### src/rtl/riscv_decoder.sv
// ---------------------------------------------------------------------------
// riscv_decoder
//   RV32I instruction decoder that sits between register-file read and the
//   ALU/LSU. It turns one instruction word into ALU operands, an ALU op,
//   writeback controls, memory controls and PC-select controls. All outputs
//   are registered, so they appear one clock after the inputs.
//
// Ports
//   clk               in   rising-edge clock
//   rst_n             in   asynchronous active-low reset
//   instruction       in   [31:0] instruction word
//   reg_read_data1    in   [31:0] rs1 value
//   reg_read_data2    in   [31:0] rs2 value
//   pc                in   [31:0] PC of the instruction
//   alu_operand_a     out  [31:0] ALU input A
//   alu_operand_b     out  [31:0] ALU input B
//   alu_control       out  [3:0]  ALU op (ADD=0 SUB=1 SLL=2 SLT=3 SLTU=4
//                                  XOR=5 SRL=6 SRA=7 OR=8 AND=9)
//   reg_write_enable  out  write rd
//   reg_write_dest    out  [4:0] rd index, 0 when no write
//   mem_read_enable   out  load
//   mem_write_enable  out  store
//   mem_to_reg        out  writeback from memory
//   branch_enable     out  conditional branch
//   jump_enable       out  JAL/JALR
//   next_pc_select    out  [1:0] 0=PC+4 1=branch 2=JAL 3=JALR
// ---------------------------------------------------------------------------
module riscv_decoder (
    input  logic        clk,
    input  logic        rst_n,
    input  logic [31:0] instruction,
    input  logic [31:0] reg_read_data1,
    input  logic [31:0] reg_read_data2,
    input  logic [31:0] pc,
    output logic [31:0] alu_operand_a,
    output logic [31:0] alu_operand_b,
    output logic [3:0]  alu_control,
    output logic        reg_write_enable,
    output logic [4:0]  reg_write_dest,
    output logic        mem_read_enable,
    output logic        mem_write_enable,
    output logic        mem_to_reg,
    output logic        branch_enable,
    output logic        jump_enable,
    output logic [1:0]  next_pc_select
);

    localparam logic [6:0] OPC_OP     = 7'b0110011;
    localparam logic [6:0] OPC_OP_IMM = 7'b0010011;
    localparam logic [6:0] OPC_LOAD   = 7'b0000011;
    localparam logic [6:0] OPC_STORE  = 7'b0100011;
    localparam logic [6:0] OPC_BRANCH = 7'b1100011;
    localparam logic [6:0] OPC_JAL    = 7'b1101111;
    localparam logic [6:0] OPC_JALR   = 7'b1100111;
    localparam logic [6:0] OPC_LUI    = 7'b0110111;
    localparam logic [6:0] OPC_AUIPC  = 7'b0010111;

    localparam logic [3:0] ALU_ADD  = 4'd0;
    localparam logic [3:0] ALU_SUB  = 4'd1;
    localparam logic [3:0] ALU_SLL  = 4'd2;
    localparam logic [3:0] ALU_SLT  = 4'd3;
    localparam logic [3:0] ALU_SLTU = 4'd4;
    localparam logic [3:0] ALU_XOR  = 4'd5;
    localparam logic [3:0] ALU_SRL  = 4'd6;
    localparam logic [3:0] ALU_SRA  = 4'd7;
    localparam logic [3:0] ALU_OR   = 4'd8;
    localparam logic [3:0] ALU_AND  = 4'd9;

    logic [6:0]  opcode;
    logic [2:0]  funct3;
    logic        funct7_b5;
    logic [4:0]  rd;
    logic [31:0] imm_i, imm_s, imm_u;

    assign opcode    = instruction[6:0];
    assign funct3    = instruction[14:12];
    assign funct7_b5 = instruction[30];
    assign rd        = instruction[11:7];
    assign imm_i     = {{20{instruction[31]}}, instruction[31:20]};
    assign imm_s     = {{20{instruction[31]}}, instruction[31:25], instruction[11:7]};
    assign imm_u     = {instruction[31:12], 12'b0};

    logic [31:0] alu_operand_a_d, alu_operand_a_q;
    logic [31:0] alu_operand_b_d, alu_operand_b_q;
    logic [3:0]  alu_control_d, alu_control_q;
    logic        reg_write_enable_d, reg_write_enable_q;
    logic [4:0]  reg_write_dest_d, reg_write_dest_q;
    logic        mem_read_enable_d, mem_read_enable_q;
    logic        mem_write_enable_d, mem_write_enable_q;
    logic        mem_to_reg_d, mem_to_reg_q;
    logic        branch_enable_d, branch_enable_q;
    logic        jump_enable_d, jump_enable_q;
    logic [1:0]  next_pc_select_d, next_pc_select_q;

    // Shared funct3 -> ALU op mapping for OP and OP-IMM. The SUB/SRA
    // selector is passed in so OP-IMM can suppress SUB (ADDI has no SUBI).
    function automatic logic [3:0] arith_op(input logic [2:0] f3, input logic sub_ok,
                                            input logic f7b5);
        case (f3)
            3'b000:  arith_op = (sub_ok && f7b5) ? ALU_SUB : ALU_ADD;
            3'b001:  arith_op = ALU_SLL;
            3'b010:  arith_op = ALU_SLT;
            3'b011:  arith_op = ALU_SLTU;
            3'b100:  arith_op = ALU_XOR;
            3'b101:  arith_op = f7b5 ? ALU_SRA : ALU_SRL;
            3'b110:  arith_op = ALU_OR;
            default: arith_op = ALU_AND;
        endcase
    endfunction

    // Defaults describe the NOP, so any unrecognised opcode falls out of
    // the case with every enable low and zero operands.
    always_comb begin
        alu_operand_a_d    = '0;
        alu_operand_b_d    = '0;
        alu_control_d      = ALU_ADD;
        reg_write_enable_d = 1'b0;
        reg_write_dest_d   = '0;
        mem_read_enable_d  = 1'b0;
        mem_write_enable_d = 1'b0;
        mem_to_reg_d       = 1'b0;
        branch_enable_d    = 1'b0;
        jump_enable_d      = 1'b0;
        next_pc_select_d   = 2'd0;

        case (opcode)
            OPC_OP: begin
                alu_operand_a_d    = reg_read_data1;
                alu_operand_b_d    = reg_read_data2;
                alu_control_d      = arith_op(funct3, 1'b1, funct7_b5);
                reg_write_enable_d = 1'b1;
                reg_write_dest_d   = rd;
            end
            OPC_OP_IMM: begin
                alu_operand_a_d    = reg_read_data1;
                alu_operand_b_d    = imm_i;
                alu_control_d      = arith_op(funct3, 1'b0, funct7_b5);
                reg_write_enable_d = 1'b1;
                reg_write_dest_d   = rd;
            end
            OPC_LOAD: begin
                alu_operand_a_d    = reg_read_data1;
                alu_operand_b_d    = imm_i;
                mem_read_enable_d  = 1'b1;
                mem_to_reg_d       = 1'b1;
                reg_write_enable_d = 1'b1;
                reg_write_dest_d   = rd;
            end
            OPC_STORE: begin
                alu_operand_a_d    = reg_read_data1;
                alu_operand_b_d    = imm_s;
                mem_write_enable_d = 1'b1;
            end
            OPC_BRANCH: begin
                alu_operand_a_d  = reg_read_data1;
                alu_operand_b_d  = reg_read_data2;
                branch_enable_d  = 1'b1;
                next_pc_select_d = 2'd1;
                // funct3[2:1]: 00 BEQ/BNE, 10 BLT/BGE, 11 BLTU/BGEU
                case (funct3[2:1])
                    2'b10:   alu_control_d = ALU_SLT;
                    2'b11:   alu_control_d = ALU_SLTU;
                    default: alu_control_d = ALU_SUB;
                endcase
            end
            OPC_JAL, OPC_JALR: begin
                // ALU computes the link value; the target comes from the PC unit.
                alu_operand_a_d    = pc;
                alu_operand_b_d    = 32'd4;
                jump_enable_d      = 1'b1;
                next_pc_select_d   = (opcode == OPC_JAL) ? 2'd2 : 2'd3;
                reg_write_enable_d = 1'b1;
                reg_write_dest_d   = rd;
            end
            OPC_LUI: begin
                alu_operand_b_d    = imm_u;
                reg_write_enable_d = 1'b1;
                reg_write_dest_d   = rd;
            end
            OPC_AUIPC: begin
                alu_operand_a_d    = pc;
                alu_operand_b_d    = imm_u;
                reg_write_enable_d = 1'b1;
                reg_write_dest_d   = rd;
            end
            default: ;
        endcase
    end

    always_ff @(posedge clk or negedge rst_n) begin
        if (!rst_n) begin
            alu_operand_a_q    <= '0;
            alu_operand_b_q    <= '0;
            alu_control_q      <= ALU_ADD;
            reg_write_enable_q <= 1'b0;
            reg_write_dest_q   <= '0;
            mem_read_enable_q  <= 1'b0;
            mem_write_enable_q <= 1'b0;
            mem_to_reg_q       <= 1'b0;
            branch_enable_q    <= 1'b0;
            jump_enable_q      <= 1'b0;
            next_pc_select_q   <= 2'd0;
        end else begin
            alu_operand_a_q    <= alu_operand_a_d;
            alu_operand_b_q    <= alu_operand_b_d;
            alu_control_q      <= alu_control_d;
            reg_write_enable_q <= reg_write_enable_d;
            reg_write_dest_q   <= reg_write_dest_d;
            mem_read_enable_q  <= mem_read_enable_d;
            mem_write_enable_q <= mem_write_enable_d;
            mem_to_reg_q       <= mem_to_reg_d;
            branch_enable_q    <= branch_enable_d;
            jump_enable_q      <= jump_enable_d;
            next_pc_select_q   <= next_pc_select_d;
        end
    end

    assign alu_operand_a    = alu_operand_a_q;
    assign alu_operand_b    = alu_operand_b_q;
    assign alu_control      = alu_control_q;
    assign reg_write_enable = reg_write_enable_q;
    assign reg_write_dest   = reg_write_dest_q;
    assign mem_read_enable  = mem_read_enable_q;
    assign mem_write_enable = mem_write_enable_q;
    assign mem_to_reg       = mem_to_reg_q;
    assign branch_enable    = branch_enable_q;
    assign jump_enable      = jump_enable_q;
    assign next_pc_select   = next_pc_select_q;

endmodule

### config.mk
export PLATFORM = sky130hd
export DESIGN_NAME = riscv_decoder
export DESIGN_NICKNAME = d
export VERILOG_FILES = /design/src/rtl/riscv_decoder.sv
export SDC_FILE = /design/constraint.sdc
export NUM_CORES = 1
export LEC_CHECK = 0
export CAP_MARGIN = 20
export CORE_MARGIN = 2
export CORE_UTILIZATION = 38
export CTS_CLUSTER_SIZE = 14
export DETAILED_ROUTE_END_ITERATION = 6
export PLACE_DENSITY = 0.85
export SYNTH_ARGS = -nofsm -noshare
export SYNTH_HDL_FRONTEND = slang
export SYNTH_SLANG_ARGS = --single-unit
### constraint.sdc
create_clock -name clk -period 1.2 [get_ports clk]
set_clock_uncertainty 0.15 [all_clocks]
set_input_delay 0.24 -clock clk [delete_from_list [all_inputs] [get_ports clk]]
set_output_delay 0.24 -clock clk [all_outputs]
set_load 0.02 [all_outputs]
Yosys cells after proc, flatten, opt, wreduce, memory -nomap -nowiden --
Index checks and enable logic that the tools add are counted.
Word-level totals: logic and storage cells 51, output and inout bits 81, bits in registers 80
Operators by class: eq/ne operators 17, reduce and logical (&&, ||, !) cells 8, muxes and demuxes 16
Operator list (count):
- $pmux W32 S5 | 1
- $pmux W32 S2 | 1
- $pmux W4 S7 | 2
- $eq A7 B6 Y1 const B | 3
- $eq A7 B7 Y1 const B | 3
- $eq A7 B5 Y1 const B | 2
- $pmux W4 S3 | 1
- $eq A3 B3 Y1 const B | 3
- $mux W1 | 8
- $reduce_or A2 Y1 | 4
- $eq A7 B2 Y1 const B | 1
- $reduce_or A7 Y1 | 1
- $eq A3 B2 Y1 const B | 2
- $pmux W3 S2 | 1
- $mux W5 | 1
- $reduce_or A5 Y1 | 1
- $eq A2 B2 Y1 const B | 2
- $pmux W2 S2 | 1
- $eq A3 B1 Y1 const B | 1
- $logic_not A3 Y1 | 1
- $reduce_or A3 Y1 | 1

Logic depth before layout (Yosys ltp) --
Gate-level depths: netlist of the first run.
word-level depth 3, depth in mapped cells 6, mapped depth without buffers 4

Worst setup path after synthesis of the first run --
Ideal clock, no wire load.
path kind input to register, start point input port instruction[6], end point register alu_operand_b_q[16] (netlist: alu_operand_b[16]), path buffers 2, slack -0.397 ns, arrival 1.321 ns, data required time 0.924 ns, stages on the path 6, cells stage by stage buf_2 > and2b_1 > o21ai_1 > nor2_1 > buf_2 > a221o_1
On the way: cells in the longest elaborated chain, start to end 3, elaborated cells between the ends (all ways) 14, those cells by class eq/ne: 9; mux: 1; reduce/logical: 4
Ends and longest elaborated chain:
- start: declaration | line 31 | input logic [31:0] instruction,
- $eq A7 B5 Y1, or another cell as far along | line 126 | case (opcode)
- $reduce_or A2 Y1 (no source line)
- $pmux W32 S5 (*) | line 126
- named net alu_operand_b_d[16] | line 84 | logic [31:0] alu_operand_b_d, alu_operand_b_q;
- end signal: assignment | line 205 | alu_operand_b_q <= alu_operand_b_d;
- end: declaration | line 84
Mark *: on every way through the listed nets, which the timed path passes. The rest lies on a longest branch.

Worst setup path after layout of the first run --
start point input port instruction[6], end point register alu_operand_a_q[18] (netlist: alu_operand_a[18])
On the way: cells in the longest elaborated chain, start to end 3, elaborated cells between the ends (all ways) 11, those cells by class eq/ne: 8; mux: 1; reduce/logical: 2
Ends and longest elaborated chain:
- $eq A7 B7 Y1, or another cell as far along | line 126
- $reduce_or A5 Y1 (no source line) or $reduce_or A3 Y1 (tied branches)
- $pmux W32 S2 (*) | line 126
- named net alu_operand_a_d[18] | line 83 | logic [31:0] alu_operand_a_d, alu_operand_a_q;
- end signal: assignment | line 204 | alu_operand_a_q <= alu_operand_a_d;
- end: declaration | line 83
Marks and branches as above.

==> flow_metrics.py, run 1 <==
metrics = {
    "placement": {
        "place_area_um2": 5590,
        "io_buffers": 210,
        "gp_congestion": 0.852,
        "dp_slack_ps": -961,
        "dp_hpwl_um": 8100,
    },
    "synthesis": {
        "netlist_area_um2": 3090,
        "synth_nets": 354,
        "ys_seq_area_share_pct": 64.8,
        "yosys.area.top_type": "dfrtp_1",
        "yosysWarningCount": 0,
        "synth_area_leaders": "dfrtp_1, a22o_1, a221o_1, nor2b_1, a21oi_1",
        "synthTopCellsByCount": "dfrtp_1, a22o_1, a221o_1",
        "post-synth-top-count-cell": "dfrtp_1",
        "synth-edff-count": 0,
        "yosysUniqueCellTypes": 35,
        "synthCells": 224,
        "synth_top_area_share_pct": 64.8,
        "post_synth.cell_area_avg_um2": 13.8,
        "synthArstFlopShare_pct": 100,
        "yosys_most_used_dff": "dfrtp_1",
        "synth_seq_cells": 80,
    },
    "timing": {
        "holdWs_ps": 20.8,
        "finalSetupTns_ps": -15100,
        "finalCritPeriodShare_pct": 121,
        "hold_viol_final": 0,
        "period_needed_ps": 1450,
        "slew_headroom_pct": 74.8,
        "setup_viol": 152,
        "fmax_mhz": 691,
        "worst_slack_ps": -248,
        "grt_setup_unrepaired": "yes",
        "worstMarginPinSlew_ps": 378,
        "drv_slew": 0,
    },
    "cts": {
        "clk_pin_slew_ps": 80,
        "cts_root_buf": "clkbuf_8",
        "cts_buffer_depth": 2,
        "cts-buffers-inserted": 9,
        "htreeDepth": 3,
        "clkSinkCount": 80,
        "cts_tree": "built",
    },
    "finish": {
        "final_util_pct": 81.3,
        "areaGrowthSynthToFinish_pct": 106,
        "n_antenna_cell": 0,
        "drive_above_1_share_pct": 39.1,
        "num-fill-cells": 432,
        "final_area_um2": 6350,
        "nNetsFinal": 616,
    },
    "pwr": {
        "p_comb_share_pct": 18.8,
        "p_switching_w": 0.00145,
        "internal_power_w": 0.00415,
        "pwr-share-seq_pct": 49.3,
        "pwr-share-clk_pct": 31.9,
        "power.density_nw_per_um2": 882,
        "irDropWorstVdd_uv": 535,
        "p_sw_share_pct": 25.9,
        "p_leak_nw": 2.98,
    },
    "critical_path": {
        "slowest_stage": "or3_4",
        "critPathMaxStageDelay_ps": 340,
        "critPathMaxFanout": 8,
        "end_kind": "flip-flop",
        "crit_arrival_ps": 1560,
        "cp_num_buf_inv": 4,
        "critPathLaunchType": "input pin",
        "worstPathRequired_ps": 1320,
        "crit_chain": "buf_8, buf_6, nand2b_4, or3_4, a21oi_4, buf_4, buf_12, a22o_1",
        "path_class": "in2reg",
        "critPathTopFamily": "buffers and inverters",
    },
    "route": {
        "drt_first_pass_iters": 5,
        "vias": 3149,
        "wl_per_cell_um": 21.6,
        "vias_per_cell": 5.31,
        "drc_errors": 0,
        "ant_nets": 0,
        "postRouteWirelength_um": 12800,
        "drt_iter0_drc": 138,
    },
    "floorplan": {
        "die_x_um": 94.1,
        "die_area_um2": 8860,
        "ios": 211,
        "fp-row-count": 32,
        "fp.dieH_um": 94.1,
        "initial_core_util_pct": 39.6,
        "coreArea_um2": 7810,
    },
    "global_routing": {
        "grt_pass1_wl_um": 18300,
        "grt_usage_pct": 28.3,
        "antenna_found_initial": 0,
        "grt_start_max_net_pins": 33,
        "grt.overflow.total": 0,
        "grt_pass1_vias": 3288,
    },
    "job": {
        "max_cap_violations": 0,
    },
    "run_status": {
        "status": "finished, violations left",
        "violations": "setup timing",
    },
    "hold_path": {
        "hold_class": "in2reg",
        "min_from": "instruction[3]",
        "hold_depth": 3,
        "whs_endpoint": "next_pc_select[0]",
    },
}
-- kinds of logic after synthesis --
logic type	synth area share, %
multiplexers	0.324
buffers and inverters	3.85
AND/OR/NAND/NOR	7.82
AO/OA/AOI/OAI	23.2
flip-flops	64.8
-- how the worst max path moves through the flow --
stage	slack (ps)	end	cells past startpoint	start
2_1_floorplan	-340	alu_operand_a[0]	6	instruction[6]
3_3_place_gp	-1300	alu_operand_b[0]	6	instruction[6]
3_5_place_dp	-960	alu_operand_b[16]	6	instruction[6]
4_1_cts	-300	alu_operand_a[5]	9	instruction[6]
5_1_grt	-260	alu_operand_a[5]	8	instruction[6]
6_report	-250	alu_operand_a[18]	8	instruction[6]
-- through the flow --
stage               cells  total power (W)
finish                593          0.00560
global route          593          0.00581
CTS                   595          0.00557
detailed placement    549          0.00372
global placement      548          0.00370
floorplan             224          0.00302
-- final cells by class --
cell class | count | area [um2] | area share [%]
clock inverter | 6 | 45.0 | 0.710
tap | 102 | 128 | 2.01
multi-input combinational | 126 | 1160 | 18.2
timing repair buffer | 267 | 2880 | 45.4
sequential | 80 | 2000 | 31.5
inverter | 2 | 7.51 | 0.118
clock buffer | 10 | 128 | 2.01
-- power by group through the flow --
stage	Sequential [W]	Combinational (W)	Clock (W)
after floorplan	0.00287	0.000150	0
after detailed placement	0.00281	0.000919	0
after global placement	0.00280	0.000891	0
after global routing	0.00277	0.00111	0.00193
after CTS	0.00276	0.00102	0.00179
final	0.00276	0.00105	0.00178
-- layer usage --
metal / up-vias / share of wire [%] / GRT usage (%) / wire [um]
li1: 1378 / - / - / -
met1: 1566 / 36 / 30.6 / 4570
met2: 167 / 55 / 51.7 / 7050
met3: 38 / 5.9 / 7.38 / 754
met4: 0 / 3.1 / 12.4 / 401
met5: - / 0 / 0 / 0
-- cell usage in the layout, fill, tap and decap left out, types with 2 or more instances in the layout --
cell type | synthesis | layout
nor3_2 | 1 | 2
clkbuf_8 | 0 | 9
nor2_1 | 9 | 6
nor3_4 | 0 | 2
buf_2 | 8 | 3
nor2b_1 | 11 | 8
buf_12 | 0 | 12
dfrtp_1 | 80 | 80
nor3_1 | 5 | 2
nor2_4 | 0 | 2
o2bb2ai_2 | 0 | 3
a22o_1 | 38 | 38
clkinvlp_4 | 0 | 3
buf_6 | 3 | 99
and2_4 | 0 | 4
a21oi_1 | 10 | 9
nor2b_2 | 0 | 2
buf_4 | 2 | 26
dlygate4sd2_1 | 0 | 2
buf_8 | 0 | 3
clkdlybuf4s50_1 | 0 | 119
a221o_1 | 20 | 20
nand2_1 | 3 | 2
-- what timing repair did --
item	4_1_cts	5_1_grt
cloned	9	0
buffers inserted	22	8
endpoints found under the hold margin	81	0
gates resized for setup	553	21
setup endpoints to repair	161	149
pin swaps	19	17
hold buffers	1	0
Note: power is estimated with default switching activity, not from simulation.
==> inputs of run 2 (changes only) <==
Settings changed: PLACE_DENSITY 0.85 to 0.91.
==> flow_metrics.py, run 2 (synthesis gave the netlist of run 1 again) <==
metrics = {
    "floorplan": {
        "die_x_um": 94.1,
        "fp-row-count": 32,
        "coreArea_um2": 7810,
        "fp.dieH_um": 94.1,
        "ios": 211,
        "die_area_um2": 8860,
        "initial_core_util_pct": 39.6,
    },
    "timing": {
        "hold_viol_final": 0,
        "slew_headroom_pct": 71.3,
        "worstMarginPinSlew_ps": 431,
        "grt_setup_unrepaired": "yes",
        "setup_viol": 123,
        "finalCritPeriodShare_pct": 109,
        "worst_slack_ps": -111,
        "period_needed_ps": 1310,
        "drv_slew": 0,
        "fmax_mhz": 763,
    },
    "pwr": {
        "finalPower_w": 0.00581,
        "irDropWorstVdd_uv": 697,
        "power.density_nw_per_um2": 957,
        "p_leak_nw": 2.88,
    },
    "global_routing": {
        "grt_start_max_net_pins": 81,
        "grt_pass1_wl_um": 16400,
        "grt.overflow.total": 0,
        "antenna_found_initial": 0,
        "grt_usage_pct": 24.9,
        "grt_pass1_vias": 3151,
    },
    "finish": {
        "num-fill-cells": 475,
        "drive_above_1_share_pct": 35.4,
        "final_common_cell": "clkdlybuf4s50_1",
        "n_antenna_cell": 0,
        "nNetsFinal": 599,
        "areaGrowthSynthToFinish_pct": 96.6,
        "final_cell_mix": "clkdlybuf4s50_1, buf_6, dfrtp_1",
    },
    "cts": {
        "cts_buffer_depth": 2,
        "clk_pin_slew_ps": 80,
        "htreeDepth": 3,
        "cts-buffers-inserted": 9,
        "cts_root_buf": "clkbuf_8",
        "cts_tree": "built",
        "clkSinkCount": 80,
    },
    "route": {
        "postRouteWirelength_um": 11000,
        "drt_iter0_drc": 114,
        "drt_first_pass_iters": 6,
        "ant_nets": 0,
        "wl_per_cell_um": 19.0,
        "drc_errors": 0,
        "wl_met2_um": 5960,
        "topRoutingLayerUsed": "met4",
        "vias_per_cell": 5.13,
        "vias": 2956,
        "wl_met3_um": 668,
        "routedLengthMet1_um": 4050,
    },
    "placement": {
        "io_buffers": 210,
        "dp_slack_ps": -890,
        "dp_hpwl_um": 7820,
        "gp_congestion": 0.791,
    },
    "critical_path": {
        "cp_num_buf_inv": 1,
        "crit_chain": "buf_6",
        "startpoint": "mem_to_reg",
        "worstPathRequired_ps": 810,
        "slowest_stage": "dfrtp_1",
        "end_kind": "output port",
        "path_class": "reg2out",
        "critPathLaunchType": "flip-flop",
        "critPathMaxFanout": 2,
        "crit_arrival_ps": 920,
        "critPathMaxStageDelay_ps": 430,
        "critPathTopFamily": "flip-flops",
    },
    "run_status": {
        "violations": "setup timing",
        "status": "finished, violations left",
    },
    "hold_path": {
        "hold_depth": 3,
        "whs_endpoint": "next_pc_select[0]",
        "hold_class": "in2reg",
        "min_from": "instruction[0]",
    },
    "job": {
        "max_cap_violations": 0,
    },
}
run 2: cell count changes in the layout (fill, tap and decap cells not counted), moves of 2 or more:
cell        change
buf_6           -9
buf_12          -8
buf_8           -3
clkbuf_8        +3
buf_16          +2
clkinvlp_4      -2
nor2_1          +2
nor2_4          -2
nor2b_1         +2
nor2b_2         -2
run 2: repair_timing:
| item | CTS | global route |
|---|---|---|
| endpoints found under the hold margin | 80 | 0 |
| hold buffers | 1 | 0 |
| pin swaps | 12 | 6 |
| setup buffers | 4 | 4 |
| gates cloned | 6 | 0 |
| gates resized for setup | 533 | 8 |
| endpoints found under the setup margin | 161 | 144 |
run 2: tightest hold or removal path, cell delays in order:
cell and delay [ps]:
buf_2 130, nand2_1 60, nor3_1 50
run 2: worst max path at each step:
stage,to,slack [ps],depth (start not counted)
4_1_cts,mem_read_enable,-120,1
3_3_place_gp,alu_operand_a[17],-800,6
3_5_place_dp,reg_write_dest[0],-890,6
5_1_grt,mem_read_enable,-150,1
6_report,mem_read_enable,-110,1
2_1_floorplan,alu_operand_a[0],-340,6
run 2: power breakdown:
| group | total (W) | leakage, nW | switching, W | internal, W |
|---|---|---|---|---|
| Sequential | 0.00276 | 1.11 | 0.0000227 | 0.00274 |
| Clock | 0.00211 | 0.109 | 0.000977 | 0.00113 |
| Combinational | 0.000941 | 1.66 | 0.000350 | 0.000590 |
run 2: final cells by class:
| type | instances | area (um2) | share of cell area (%) |
|---|---|---|---|
| clock inverters | 4 | 51.3 | 0.845 |
| inverters | 2 | 7.51 | 0.124 |
| flip-flops and latches | 80 | 2000 | 33.0 |
| repair buffers | 250 | 2620 | 43.1 |
| multi-input cells | 126 | 1100 | 18.1 |
| well taps | 102 | 128 | 2.10 |
| clock buffers | 12 | 165 | 2.72 |
run 2: routing by layer:
layer	global-route usage [%]	vias up
met3	5.78	23
met5	0	-
met1	29.0	1446
li1	-	1341
met2	44.3	146
met4	9.66	0
run 2: per-stage QoR:
stage	utilization (%)	setup TNS [ps]	instance area, um2	hold WS (ps)	std cells
floorplan	-	-18310	3190	-206	224
global placement	70.6	-63670	5520	143	545
detailed placement	70.6	-69000	5520	149	545
finish	77.8	-4630	6070	30.7	576
CTS	76.9	-7330	6000	1.87	572
global route	77.8	-9040	6070	17.7	576
==> inputs of run 3 (changes only) <==
Settings changed: GPL_TIMING_DRIVEN set to 0.
==> flow_metrics.py, run 3 (synthesis gave the netlist of run 1 again) <==
metrics = {
    "run_status": {
        "status": "finished, violations left",
        "violations": "setup timing",
    },
    "finish": {
        "final_area_um2": 6110,
        "nNetsFinal": 598,
        "drive_above_1_share_pct": 35.1,
        "final_common_cell": "clkdlybuf4s50_1",
        "final_cell_mix": "clkdlybuf4s50_1, buf_6, dfrtp_1",
        "num-fill-cells": 464,
        "multi_input_area_um2": 1090,
        "final_util_pct": 78.2,
        "regArea_um2": 2000,
        "areaGrowthSynthToFinish_pct": 97.7,
        "layout.cells.non_filler": 575,
        "n_antenna_cell": 0,
    },
    "route": {
        "postRouteWirelength_um": 11100,
        "drt_iter0_drc": 98,
        "drt_first_pass_iters": 4,
        "vias": 2979,
        "vias_per_cell": 5.18,
        "wl_per_cell_um": 19.3,
        "ant_nets": 0,
        "drc_errors": 0,
    },
    "critical_path": {
        "critPathMaxStageDelay_ps": 420,
        "critPathLaunchType": "flip-flop",
        "path_class": "reg2out",
        "end_kind": "output port",
        "cp-endpoint": "mem_to_reg",
        "crit_chain": "buf_6, buf_6",
        "startpoint": "mem_to_reg",
        "slowest_stage": "dfrtp_1",
        "worstPathRequired_ps": 810,
        "crit_arrival_ps": 1000,
        "crit_cells": 2,
        "cpMostUsedCell": "buf_6",
        "critPathTopFamily": "flip-flops",
        "cp_num_buf_inv": 2,
        "critPathMaxFanout": 2,
    },
    "timing": {
        "period_needed_ps": 1390,
        "finalCritPeriodShare_pct": 116,
        "worst_slack_ps": -187,
        "hold_viol_final": 0,
        "grt_setup_unrepaired": "yes",
        "setup_viol": 129,
        "fmax_mhz": 721,
        "drv_slew": 0,
        "holdWs_ps": 22.6,
        "worstMarginPinSlew_ps": 391,
        "slew_headroom_pct": 73.9,
    },
    "cts": {
        "clkSinkCount": 80,
        "cts-buffers-inserted": 9,
        "cts_buffer_depth": 2,
        "cts_root_buf": "clkbuf_8",
        "cts_tree": "built",
        "clk_pin_slew_ps": 80,
        "htreeDepth": 3,
    },
    "floorplan": {
        "die_x_um": 94.1,
        "coreArea_um2": 7810,
        "fp.dieH_um": 94.1,
        "initial_core_util_pct": 39.6,
        "ios": 211,
        "fp-row-count": 32,
        "die_area_um2": 8860,
    },
    "global_routing": {
        "grt_pass1_vias": 3243,
        "antenna_found_initial": 0,
        "grt.overflow.total": 0,
        "grt_pass1_wl_um": 16600,
        "grt_usage_pct": 24.9,
        "grt_start_max_net_pins": 42,
    },
    "placement": {
        "dp_hpwl_um": 7810,
        "gp_congestion": 0.831,
        "io_buffers": 208,
        "place_area_um2": 5420,
        "dp_cells": 535,
        "dp_slack_ps": -1230,
    },
    "pwr": {
        "irDropWorstVdd_uv": 626,
        "p_switching_w": 0.00144,
        "p_sw_share_pct": 25.0,
        "power.density_nw_per_um2": 943,
        "pwr-share-seq_pct": 48.0,
        "internal_power_w": 0.00432,
        "pwr-share-clk_pct": 35.5,
        "p_leak_nw": 2.88,
        "p_comb_share_pct": 16.5,
    },
    "job": {
        "max_cap_violations": 0,
    },
    "hold_path": {
        "hold_class": "in2reg",
    },
}
==> run 3: cell count changes in the layout (fill, tap and decap cells not counted), moves of 2 or more <==
cell / change
buf_6: +2
dlygate4sd3_1: +3
nor2_4: +2
buf_16: -2
dlygate4sd2_1: -2
and2_4: -3
buf_4: -12
buf_8: +7
==> run 3: how the worst min path moves through the flow <==
stage                          startpoint                end  slack, ps  cells past startpoint
final                      instruction[3]  next_pc_select[0]         20                      3
after global routing       instruction[3]  next_pc_select[0]         20                      3
after CTS                  instruction[3]  next_pc_select[0]          4                      3
after detailed placement            rst_n   alu_operand_b[7]        100                      1
after global placement    instruction[13]     alu_control[3]        490                      3
after floorplan                     rst_n     alu_control[0]       -210                      0
==> run 3: timing repair <==
action                     CTS  global route
setup endpoints to repair  161           182
pin swaps                    8             7
gates resized for setup    553            12
setup buffers               12             4
hold buffers                 4             0
hold endpoints to repair    41             0
cloned                       5             0
==> run 3: routing by layer <==
metal	global-route usage (%)	part of all wire, %	up-vias
li1	-	-	1335
met1	27.7	37	1473
met2	46.5	54	143
met3	4.57	6.0	28
met4	10.1	3.0	0
met5	0	0	-
==> run 3: cell type report <==
class / count / share of cell area, %
repair buffers: 234 / 40.3
flip-flops and latches: 80 / 32.8
multi-input cells: 123 / 17.8
plain buffers: 18 / 3.59
well taps: 102 / 2.09
clock buffers: 9 / 2.03
clock inverters: 7 / 1.29
inverters: 2 / 0.123
==> run 3: metrics by stage <==
step	TNS (ps)	power, W
floorplan	-18310	0.00302
global placement	-317630	0.00363
detailed placement	-91740	0.00366
CTS	-6890	0.00575
global route	-9480	0.00597
finish	-5820	0.00576
==> run 3: power by group through the flow <==
| stage | combinational (W) | clock (W) | sequential [W] |
|---|---|---|---|
| 3_3_place_gp | 0.000821 | 0 | 0.00280 |
| 6_report | 0.000951 | 0.00204 | 0.00276 |
| 4_1_cts | 0.000927 | 0.00206 | 0.00276 |
| 2_1_floorplan | 0.000150 | 0 | 0.00287 |
| 3_5_place_dp | 0.000850 | 0 | 0.00281 |
| 5_1_grt | 0.00101 | 0.00219 | 0.00277 |
